<file path="config.mk">
export PLATFORM = sky130hd
export DESIGN_NAME = int_add_fu_ctrl
export DESIGN_NICKNAME = d
export VERILOG_FILES = /design/src/rtl/int_add_fu_ctrl.sv
export SDC_FILE = /design/constraint.sdc
export NUM_CORES = 1
export LEC_CHECK = 0
export BUFFER_PORTS_ARGS = -buffer_cell sky130_fd_sc_hd__clkbuf_2
export CAP_MARGIN = 20
export CORE_AREA = 3 3 235 237
export CTS_CLUSTER_DIAMETER = 120
export DETAILED_ROUTE_END_ITERATION = 16
export DIE_AREA = 0 0 238 240
export PLACE_DENSITY = 0.55
export SYNTH_ARGS = -nofsm -noshare
export SYNTH_HDL_FRONTEND = slang
export SYNTH_SLANG_ARGS = --single-unit
</file>
<file path="constraint.sdc">
create_clock -name clk -period 10.2 [get_ports clk]
set_clock_uncertainty 0.05 [all_clocks]
set_input_delay 1.02 -clock clk [delete_from_list [all_inputs] [get_ports clk]]
set_output_delay 1.02 -clock clk [all_outputs]
set_load 0.005 [all_outputs]
</file>
<file path="src/rtl/int_add_fu_ctrl.sv">
// rtl/int_add_fu_ctrl.sv - round-robin issue and 2-stage pipeline controller for the shared integer add/sub unit
module int_add_fu_ctrl #(
  parameter int NUM_RS = 4,
  parameter int XLEN   = 64,
  parameter int TAG_W  = 4
) (
  input  logic                    clk,
  input  logic                    rst,
  input  logic                    flush,
  input  logic [NUM_RS-1:0]       req_valid,
  input  logic [NUM_RS-1:0]       req_op,
  input  logic [NUM_RS*XLEN-1:0]  req_a,
  input  logic [NUM_RS*XLEN-1:0]  req_b,
  input  logic [NUM_RS*TAG_W-1:0] req_tag,
  output logic [NUM_RS-1:0]       grant,
  output logic                    cdb_valid,
  output logic [TAG_W-1:0]        cdb_tag,
  output logic [XLEN-1:0]         cdb_data,
  output logic                    cdb_cout,
  output logic                    cdb_ovf,
  input  logic                    cdb_ack,
  output logic                    busy
);

  localparam int PTR_W = (NUM_RS > 1) ? $clog2(NUM_RS) : 1;

  logic [PTR_W-1:0] rr_ptr;
  logic [PTR_W-1:0] sel_idx;
  logic [PTR_W-1:0] cand;
  logic             sel_found;
  int               idx;

  logic             s1_valid;
  logic             s1_op;
  logic [XLEN-1:0]  s1_a;
  logic [XLEN-1:0]  s1_b;
  logic [TAG_W-1:0] s1_tag;

  logic             s2_valid;
  logic [XLEN-1:0]  s2_data;
  logic             s2_cout;
  logic             s2_ovf;
  logic [TAG_W-1:0] s2_tag;

  logic s2_free, s1_adv, s1_free, grant_en;

  assign s2_free = ~s2_valid | cdb_ack;
  assign s1_adv  = s1_valid & s2_free;
  assign s1_free = ~s1_valid | s2_free;

  // Search upward from rr_ptr, wrapping, for the first ready entry
  always_comb begin
    sel_idx   = '0;
    sel_found = 1'b0;
    cand      = '0;
    idx       = 0;
    for (int k = 0; k < NUM_RS; k++) begin
      idx = int'(rr_ptr) + k;
      if (idx >= NUM_RS) idx = idx - NUM_RS;
      cand = PTR_W'(idx);
      if (!sel_found && req_valid[cand]) begin
        sel_found = 1'b1;
        sel_idx   = cand;
      end
    end
  end

  assign grant_en = s1_free & ~flush & sel_found & ~rst;
  assign grant    = grant_en ? (NUM_RS'(1) << sel_idx) : '0;

  // Subtract is a + ~b + 1; cout is therefore NOT borrow for sub
  logic [XLEN-1:0] b_eff;
  logic [XLEN-1:0] sum;
  logic            cout;
  logic            ovf;

  assign b_eff       = s1_op ? ~s1_b : s1_b;
  assign {cout, sum} = {1'b0, s1_a} + {1'b0, b_eff} + {{XLEN{1'b0}}, s1_op};
  assign ovf         = (s1_a[XLEN-1] == b_eff[XLEN-1]) & (sum[XLEN-1] != s1_a[XLEN-1]);

  always_ff @(posedge clk or posedge rst) begin
    if (rst) begin
      rr_ptr   <= '0;
      s1_valid <= 1'b0;
      s1_op    <= 1'b0;
      s1_a     <= '0;
      s1_b     <= '0;
      s1_tag   <= '0;
      s2_valid <= 1'b0;
      s2_data  <= '0;
      s2_cout  <= 1'b0;
      s2_ovf   <= 1'b0;
      s2_tag   <= '0;
    end else if (flush) begin
      s1_valid <= 1'b0;
      s2_valid <= 1'b0;
    end else begin
      if (grant_en) begin
        s1_valid <= 1'b1;
        s1_op    <= req_op[sel_idx];
        s1_a     <= req_a[sel_idx*XLEN +: XLEN];
        s1_b     <= req_b[sel_idx*XLEN +: XLEN];
        s1_tag   <= req_tag[sel_idx*TAG_W +: TAG_W];
        rr_ptr   <= (sel_idx == PTR_W'(NUM_RS - 1)) ? '0 : sel_idx + 1'b1;
      end else if (s1_adv) begin
        s1_valid <= 1'b0;
      end
      // S2 only reloads once its current result has been accepted, so cdb_* hold under backpressure
      if (s1_adv) begin
        s2_valid <= 1'b1;
        s2_data  <= sum;
        s2_cout  <= cout;
        s2_ovf   <= ovf;
        s2_tag   <= s1_tag;
      end else if (cdb_ack) begin
        s2_valid <= 1'b0;
      end
    end
  end

  assign cdb_valid = s2_valid;
  assign cdb_tag   = s2_tag;
  assign cdb_data  = s2_data;
  assign cdb_cout  = s2_cout;
  assign cdb_ovf   = s2_ovf;
  assign busy      = s1_valid | s2_valid;

endmodule

</file>
## Yosys cells after proc, flatten, opt, wreduce, memory -nomap -nowiden

Cells that the tools add are included.

| storage, ports and cells | value |
|---|---|
| bits in registers | 207 |
| bits of input ports | 540 |
| output and inout port bits | 76 |

| operators by class | value |
|---|---|
| add/subtract/negate cells | 10 |
| order comparisons | 9 |
| equal/unequal tests | 3 |
| shift operators | 4 |
| multiplexer cells | 31 |
| bitwise operators | 13 |
| reduce and logical (&&, ||, !) cells | 10 |

Operator list:

| operator | number |
|---|---|
| variable part select 256 x 9 -> 64 bit | 2 |
| adder 64 x 64 -> 65 bit | 1 |
| adder 65 x 1 -> 65 bit | 1 |
| 2-to-1 mux 64 bit | 1 |
| NOT 64 bit | 1 |
| 2-to-1 mux 2 bit | 9 |
| variable part select 16 x 5 -> 4 bit | 1 |
| less-than comparator 2 x 3 -> 1 bit (second input constant) | 5 |
| 2-to-1 mux 1 bit | 15 |
| binary-select mux 1 bit (select 2 bit) | 5 |
| >= comparator 3 bit (second input constant) | 3 |
| subtractor 2 x 1 -> 2 bit (second input constant) | 4 |
| adder 2 x 2 -> 3 bit (second input constant) | 2 |
| nonzero test 3 bit | 2 |
| AND 1 bit | 5 |
| 2-to-1 mux 4 bit | 1 |
| NOT 1 bit | 4 |
| AND reduction 2 bit | 2 |
| << shifter 1 x 2 -> 4 bit (first input constant) | 1 |
| adder 2 x 1 -> 3 bit (second input constant) | 1 |
| >= comparator 2 x 3 -> 1 bit (second input constant) | 1 |
| logical AND 1 bit | 3 |
| logical NOT 1 bit | 3 |
| bitwise OR 1 bit | 3 |
| 4 further kinds | 4 |

## Logic depth before layout (Yosys ltp)

Gate-level depths: netlist (run 1).

| depth | value |
|---|---|
| depth after elaboration | 18 |
| depth in mapped cells | 15 |

## Least setup slack after synthesis (run 1)

Ideal clock, no wire load.

| timing path | value |
|---|---|
| path kind | input-to-output |
| start point | input port req_valid[2] |
| end point | output port grant[0] |
| arrival | 2881 ps |
| slack | 6249 ps |
| stages | 10 |
| cell sequence | mux2i_1 nor2_1 nor3_1 clkbuf_1 clkbuf_1 buf_1 inv_1 ha_1 inv_1 nor2_1 |

| on the way | value |
|---|---|
| cells in the longest elaborated chain, start to end | 15 |

Ends and longest elaborated chain:

| element | RTL line | source |
|---|---|---|
| start, declared | 10 | `input logic [NUM_RS-1:0] req_valid,` |
| binary-select mux 1 bit (select 2 bit) | 61 | `if (!sel_found && req_valid[cand]) begin` |
| 2-to-1 mux 1 bit (implied by the code) | 61 |  |
| 2-to-1 mux 1 bit | 61 |  |
| logical NOT 1 bit | 61 |  |
| logical AND 1 bit | 61 |  |
| 2-to-1 mux 1 bit | 61 |  |
| logical NOT 1 bit | 61 |  |
| logical AND 1 bit | 61 |  |
| 2-to-1 mux 1 bit | 61 |  |
| logical NOT 1 bit | 61 |  |
| logical AND 1 bit | 61 |  |
| 2-to-1 mux 1 bit | 61 |  |
| AND 1 bit (2 in series) | 68 | `assign grant_en = s1_free & ~flush & sel_found & ~rst;` |
| 2-to-1 mux 4 bit (*) | 69 | `assign grant = grant_en ? (NUM_RS'(1) << sel_idx) : '0;` |
| end, declared | 15 | `output logic [NUM_RS-1:0] grant,` |

Every way passes the cells marked *; elsewhere a longest branch is shown, timed or not. The select of a mux whose other input is x is not followed.

## Final worst setup path (run 1)

| timing path | value |
|---|---|
| start point | input port req_valid[0] |
| end point | output port grant[1] |

The elaborated chain is that of the path after synthesis.

==> impl_results.md, run 1 <==
- Status: finished, final reports clean
- Post-DP HPWL: 48100 um
- Drt drc: 0
- Number of vias per cell: between 4 and 5
- CTS tree: yes
- Top cell type's share of synthesized area: around a third
- Post-Syn Area: 0.0158 mm^2
- Worst EP arrival: 3.66 ns
- Row cnt: 85
- Post-synthesis adder-cell area fraction: between 5 and 6%
- Avg Inst Size Synth: 6.81 um^2
- Core Footprint: 0.0535 mm^2
- Min Tclk post-route: 4.73 ns
- Setup violators final: 0
- XOR/XNOR share of the synthesized area: 6.70%
- CTS max path bufs: 3
- Max_slew headroom: 25.6%
- Area leader, netlist: dfrtp_1
- RSZ-0062 raised after global routing: no
- Total Routing Usage GR: 19.9%
- Commonest non-fill, non-tap cell in the layout: nand2_1
- # resized after CTS: 0
- Total gr overflow: 0
- # hold bufs at CTS: 0
- Syn Nets: 2932
- Die extent in y: between 200 and 250 um
- DR vias: around 17000
- Initial Util: a little under 30%
- Largest family of logic cells by synthesized area: simple AND/OR/NAND/NOR gates
- Synthesis-stage register bit count: 207
- Chip Width: 238 um
- WL final: 60000 um
- CTS Buf Count: 26
- Mux cell area share after synthesis: 0.126%
- FFs w/ async S/R, synth: 100%
- Pwr/cell area: 323 mW/mm^2
- CTS H-tree lvls: 1
- Commonest cells after routing, fill and taps aside: nand2_1, clkbuf_2, o21ai_0
- Hold Path Origin: s1_tag[0]
- Hold Violations, Final: 0
- Mapped Cells: 2324
- Final number of max-transition violations: 0
- Fmax: 212 MHz
- Post-synth EDFFs: 0
- Layout cells sized above 1: approximately a quarter
- Post-synthesis sequential area ratio: between 30% and 40%
- Period utilisation layout: 46.4%
- First-pass GRT wire length: roughly 90000 um
- Wire length on met2: ~29000 um
- First-pass DRT Iterations: 5
- Dpl ws: 5.50 ns
- Most used DFF post-synth: dfrtp_1
- Per-cell routed wire length: between 15 and 20 um
- Final setup margin: 5.47 ns
- Min Hold Slack: 0.423 ns
- Io pins: 616
- LEAKAGE: 10.7 nW
- Slew at the pin with the worst max-slew slack: 1.12 ns
- Endpoint class of the critical path: output pin
- Nets: roughly 3400
- Synth cell types: 69
- Reg2reg start: s1_op
- Buffer count from post-CTS setup fixing: 0
- Initial antenna violation count: 0
- Worst Hold Class: register to register
- CP Launch Type: primary input
- Max-cap viol count: 0
- Peak supply drop: 0.226 mV
- Sum Neg Setup Slack: 0 ns
- Area contributors post-synth: dfrtp_1, nand2_1, o21ai_0, ha_1, xor2_1
- Worst Setup SP: req_valid[0]
- DIE AREA: 0.0571 mm^2
- Post-Synth Simple-Gate Area: 30.6%
- Vias in the first global route: 16800
- CTS root buf: clkbuf_16
- Worst Setup Path Type: primary input to output pin
- Crit path required time: approximately 9.1 ns
- Clk sink count: 207
- Met3 WL post-DR: approximately 2500 um
- Clock Latency Late Sink: 0.54 ns
- Ys Warns: 0
- Layout area overhead: 27.5%
- First DRT Iteration DRCs: 988
- Final-layout fill cell count: between 5000 and 6000
- IO buf count: 615
- GPL Wtd Cong: 0.912
- Compound-cell area share of the yosys netlist: slightly below 20%
- Clock-pin slew on the worst setup and hold paths: 0.05 ns
- Post-DRT Antenna Nets: 0
- Wl on met1: about 28000 um
- Top Metal Used: met4
- Largest net degree at the start of global routing: 134
- Crit-path max FO: 103
[metrics by stage]
stage | utilization, % | power (mW) | instances | area (um^2)
2_1_floorplan | - | 4.26 | 2324 | 15800
3_3_place_gp | 36.1 | 5.56 | 3484 | 19300
3_5_place_dp | 36.1 | 5.60 | 3484 | 19300
4_1_cts | 37.7 | 6.58 | 3529 | 20200
5_1_grt | 37.7 | 7.14 | 3529 | 20200
6_report | 37.7 | 6.51 | 3530 | 20200
[synth_stat cells, drive strengths merged, types with 5 or more instances]
cell and number:
a21oi 74, dfrtp 207, nand4 20, o31ai 5, a211oi 6, ha 67
buf 11, nor4 5, nand2 925, nor2b 7, o21a 10, xor2 91
inv 26, o21bai 15, xnor2 30, o211ai 6, nor2 37, a31oi 8
and3 8, nor3 8, nand3b 5, nand3 145, o21ai 368, clkbuf 156
a21o 27
[routing by layer]
layer	up-vias	GRT usage, %
met3	57	1.98
met2	443	34.2
met1	8004	27.4
met4	0	4.10
met5	-	0
li1	8766	-
[worst paths after layout]
check | to | slack [ns] | depth (start not counted)
min | cdb_tag[0] | 0.42 | 2
max reg2reg | cdb_ovf | 5.85 | 13
min reg2reg | cdb_tag[0] | 0.42 | 2
max | grant[1] | 5.47 | 10
max in group asynchronous | cdb_data[12] | 7.96 | 3
min in group asynchronous | s1_b[57] | 0.61 | 2
[flip-flops by register name (all words and copies together), names as in the netlist]
name / flops
cdb_data: 64
s1_tag: 4
s1_op: 1
rr_ptr: 2
cdb_tag: 4
s1_valid: 1
cdb_ovf: 1
s1_a: 64
cdb_valid: 1
cdb_cout: 1
s1_b: 64
[kinds of logic (layout without fill, tap and decap cells)]
family / after synthesis / in the layout
AOI/OAI and AO/OA: 549 / 549
xor gates and xnor gates: 121 / 121
adders and majority gates: 68 / 68
buffers and inverters: 194 / 703
DFF: 207 / 207
muxes: 2 / 2
other: 0 / 1
and+or+nand+nor: 1183 / 1183
[where the power goes]
part           switching (mW)  internal [mW]  leakage (nW)
Clock                   0.374          0.567         0.429
Sequential              0.271           1.15          2.57
Combinational            2.61           1.55          7.66
Total                    3.25           3.26          10.7
[final cells by class]
type / instances / area [um^2] / share of cell area, %
timing repair buffer: 631 / 3200 / 15.9
clock buffer: 35 / 756 / 3.75
antenna: 1 / 2.50 / 0.0124
clock inverter: 10 / 114 / 0.564
sequential: 207 / 5180 / 25.7
tap: 696 / 871 / 4.32
multi-input combinational: 1923 / 9930 / 49.2
inverter: 27 / 116 / 0.577
[worst max-delay path: stages]
cell	delay, ns
clkbuf_2	0.12
a21oi_1	0.07
o21a_1	0.18
o22a_4	0.44
inv_8	0.40
buf_4	0.82
ha_1	0.28
inv_1	0.04
nor2_1	0.11
clkbuf_2	0.12
(Power assumes the default switching activity.)
==> run 2, diff against run 1 <==
==> constraint.sdc (replaced) <==
create_clock -name clk -period 4.4 [get_ports clk]
set_clock_uncertainty 0.05 [all_clocks]
set_input_delay 0.44 -clock clk [delete_from_list [all_inputs] [get_ports clk]]
set_output_delay 0.44 -clock clk [all_outputs]
set_load 0.005 [all_outputs]
==> run 2 against run 1 <==
  * Sequential power grew 130%
  * Non-clock buffer count grew 3
  * Largest power group unchanged
  * Die area is the same
  * Register-to-register slack lost 5.6 ns
==> impl_results.md, run 2 (synthesis gave the netlist of run 1 again) <==
- Reg2reg start: s1_op (unchanged)
- Post-layout util: 37.9% (was 37.7%)
- Per-cell routed wire length: 17.0 um (about the same)
- Number of vias per cell: 4.88 (was 4.89)
- First-pass DRT Iterations: 5 (unchanged)
- Hold Violations, Final: 0 (unchanged)
- DIE AREA: 0.0571 mm^2 (unchanged)
- Pwr/cell area: 743 mW/mm^2 (was 323 mW/mm^2)
- Commonest non-fill, non-tap cell in the layout: nand2_1 (unchanged)
- Critical path's top delay family: compound AO/OA/AOI/OAI gates (was buffers and inverters)
- Dpl ws: 0.0656 ns (was 5.50 ns)
- Setup violators final: 0 (unchanged)
- Initial antenna violation count: 1 (was 0)
- Min Hold Slack: 0.0705 ns (was 0.423 ns)
- CTS Buf Count: 26 (unchanged)
- GPL Wtd Cong: 0.909 (was 0.912)
- CP Launch Type: register (was primary input)
- Post-place instance area: 0.0194 mm^2 (was 0.0193 mm^2)
- CTS tree: yes (unchanged)
- Total Routing Usage GR: 19.9% (about the same)
- DR vias: 17300 (about the same)
- Worst EP arrival: 4.55 ns (was 3.66 ns)
- Total gr overflow: 0 (unchanged)
- CTS root buf: clkbuf_16 (unchanged)
- Endpoint class of the critical path: register (was output pin)
- Peak supply drop: 0.429 mV (was 0.226 mV)
- # hold bufs at CTS: 0 (unchanged)
- Terminus of the critical flop-to-flop path: cdb_ovf (unchanged)
- Post-DP HPWL: 47900 um (was 48100 um)
- Largest net degree at the start of global routing: 167 (was 134)
- Initial Util: 29.6% (unchanged)
- Final Non-Filler Cells: 3536 (was 3530)
- Layout cells sized above 1: 24.7% (was 24.5%)
- Clk sink count: 207 (unchanged)
- Post-route cell area: 0.0203 mm^2 (was 0.0202 mm^2)
- Worst Hold Class: primary input to asynchronous set/reset pin (was register to register)
- Status: finished, final reports clean (unchanged)
- Post-DRT Antenna Nets: 0 (unchanged)
- Worst Setup Path Type: register to register (was primary input to output pin)
- Buffer count from post-CTS setup fixing: 0 (unchanged)
- Max_slew headroom: 20.7% (was 25.6%)
- WP depth: 14 (was 10)
- Cell Chain, Critical Path: buf_4 -> buf_4 -> xor2_1 -> ha_1 -> nand4_1 -> nor4_2 -> nand2_1 -> a21oi_1 -> nor3_2 -> o211ai_1 -> a31oi_1 -> o21ai_2 -> xnor2_1 -> o31ai_1 (was clkbuf_2 -> a21oi_1 -> o21a_1 -> o22a_4 -> inv_8 -> buf_4 -> ha_1 -> inv_1 -> nor2_1 -> clkbuf_2)
- First-pass GRT wire length: 90900 um (was 91700 um)
- First DRT Iteration DRCs: 898 (was 988)
- Slew at the pin with the worst max-slew slack: 1.18 ns (was 1.12 ns)
- Sum Neg Setup Slack: 0 ns (unchanged)
- Fmax: 240 MHz
- Clock Latency Late Sink: 0.53 ns (was 0.54 ns)
- # resized after CTS: 0 (unchanged)
- IO buf count: 615 (unchanged)
- Row cnt: 85 (unchanged)
- WL final: 60000 um (about the same)
- Worst path max stage delay: 0.47 ns (was 0.82 ns)
- Crit path buffers/inverters: 2 (was 5)
- Overall power: 15.1 mW (was 6.51 mW)
- Io pins: 616 (unchanged)
- Clock-pin slew on the worst setup and hold paths: 0.06 ns (was 0.05 ns)
- LEAKAGE: 10.7 nW (about the same)
- Chip Width: 238 um (unchanged)
- Register-to-register path setup slack: 0.24 ns (was 5.85 ns)
- Nets: 3427 (was 3424)
- CTS H-tree lvls: 1 (unchanged)
- Commonest cells after routing, fill and taps aside: nand2_1, clkbuf_2, o21ai_0 (unchanged)
- Crit-path max FO: 26 (was 103)
- Reg2reg path depth: 14 (was 13)
- Crit path required time: 4.79 ns (was 9.13 ns)
- Max-cap viol count: 0 (unchanged)
- Core Footprint: 0.0535 mm^2 (unchanged)
- Min Tclk post-route: 4.16 ns
- Crit path max-delay cell type: o211ai_1 (was buf_4)
- Placed Instances: 3487 (was 3484)
- Crit path top cell by count: buf_4 (was clkbuf_2)
- CTS max path bufs: 3 (unchanged)
- Layout area overhead: 28.2% (was 27.5%)
- Vias in the first global route: 16400 (was 16800)
- Die extent in y: 240 um (unchanged)
- Final number of max-transition violations: 0 (unchanged)
- Final setup margin: 0.237 ns (was 5.47 ns)
- Drt drc: 0 (unchanged)
- RSZ-0062 raised after global routing: no (unchanged)
- Period utilisation layout: 94.6%
[run 2: tightest hold or removal path: cells and delay by family]
| family | cells | cell delay (ns) |
|---|---|---|
| buf+inv | 3 | 0.67 |
[run 2: cell type report]
| type | count | area [um^2] |
|---|---|---|
| Sequential cell | 207 | 5180 |
| Clock buffer | 36 | 749 |
| Antenna cell | 1 | 2.50 |
| Inverter | 27 | 113 |
| Clock inverter | 12 | 118 |
| Tap cell | 696 | 871 |
| Timing Repair Buffer | 634 | 3310 |
| Multi-Input combinational cell | 1923 | 9940 |
| Fill cell | 5643 | 33200 |
[run 2: routing by layer]
layer	wire length (um)	share of wire (%)	track usage, %
met3	2840	4.7	2.34
met5	0	0	0
met2	28400	47	33.5
met1	27600	46	27.4
met4	1230	2.0	4.45
[run 2: worst max-delay path by stage]
| stage | from | end |
|---|---|---|
| finish | s1_op | cdb_ovf |
| global route | s1_op | cdb_ovf |
| global placement | s1_op | cdb_data[63] |
| floorplan | s1_op | cdb_data[62] |
| CTS | s1_op | cdb_ovf |
| detailed placement | s1_op | cdb_ovf |
[run 2: report_power, final]
part | switching, mW | internal (mW)
logic | 6.07 | 3.62
clock network | 0.830 | 1.30
registers | 0.592 | 2.66
total | 7.49 | 7.58
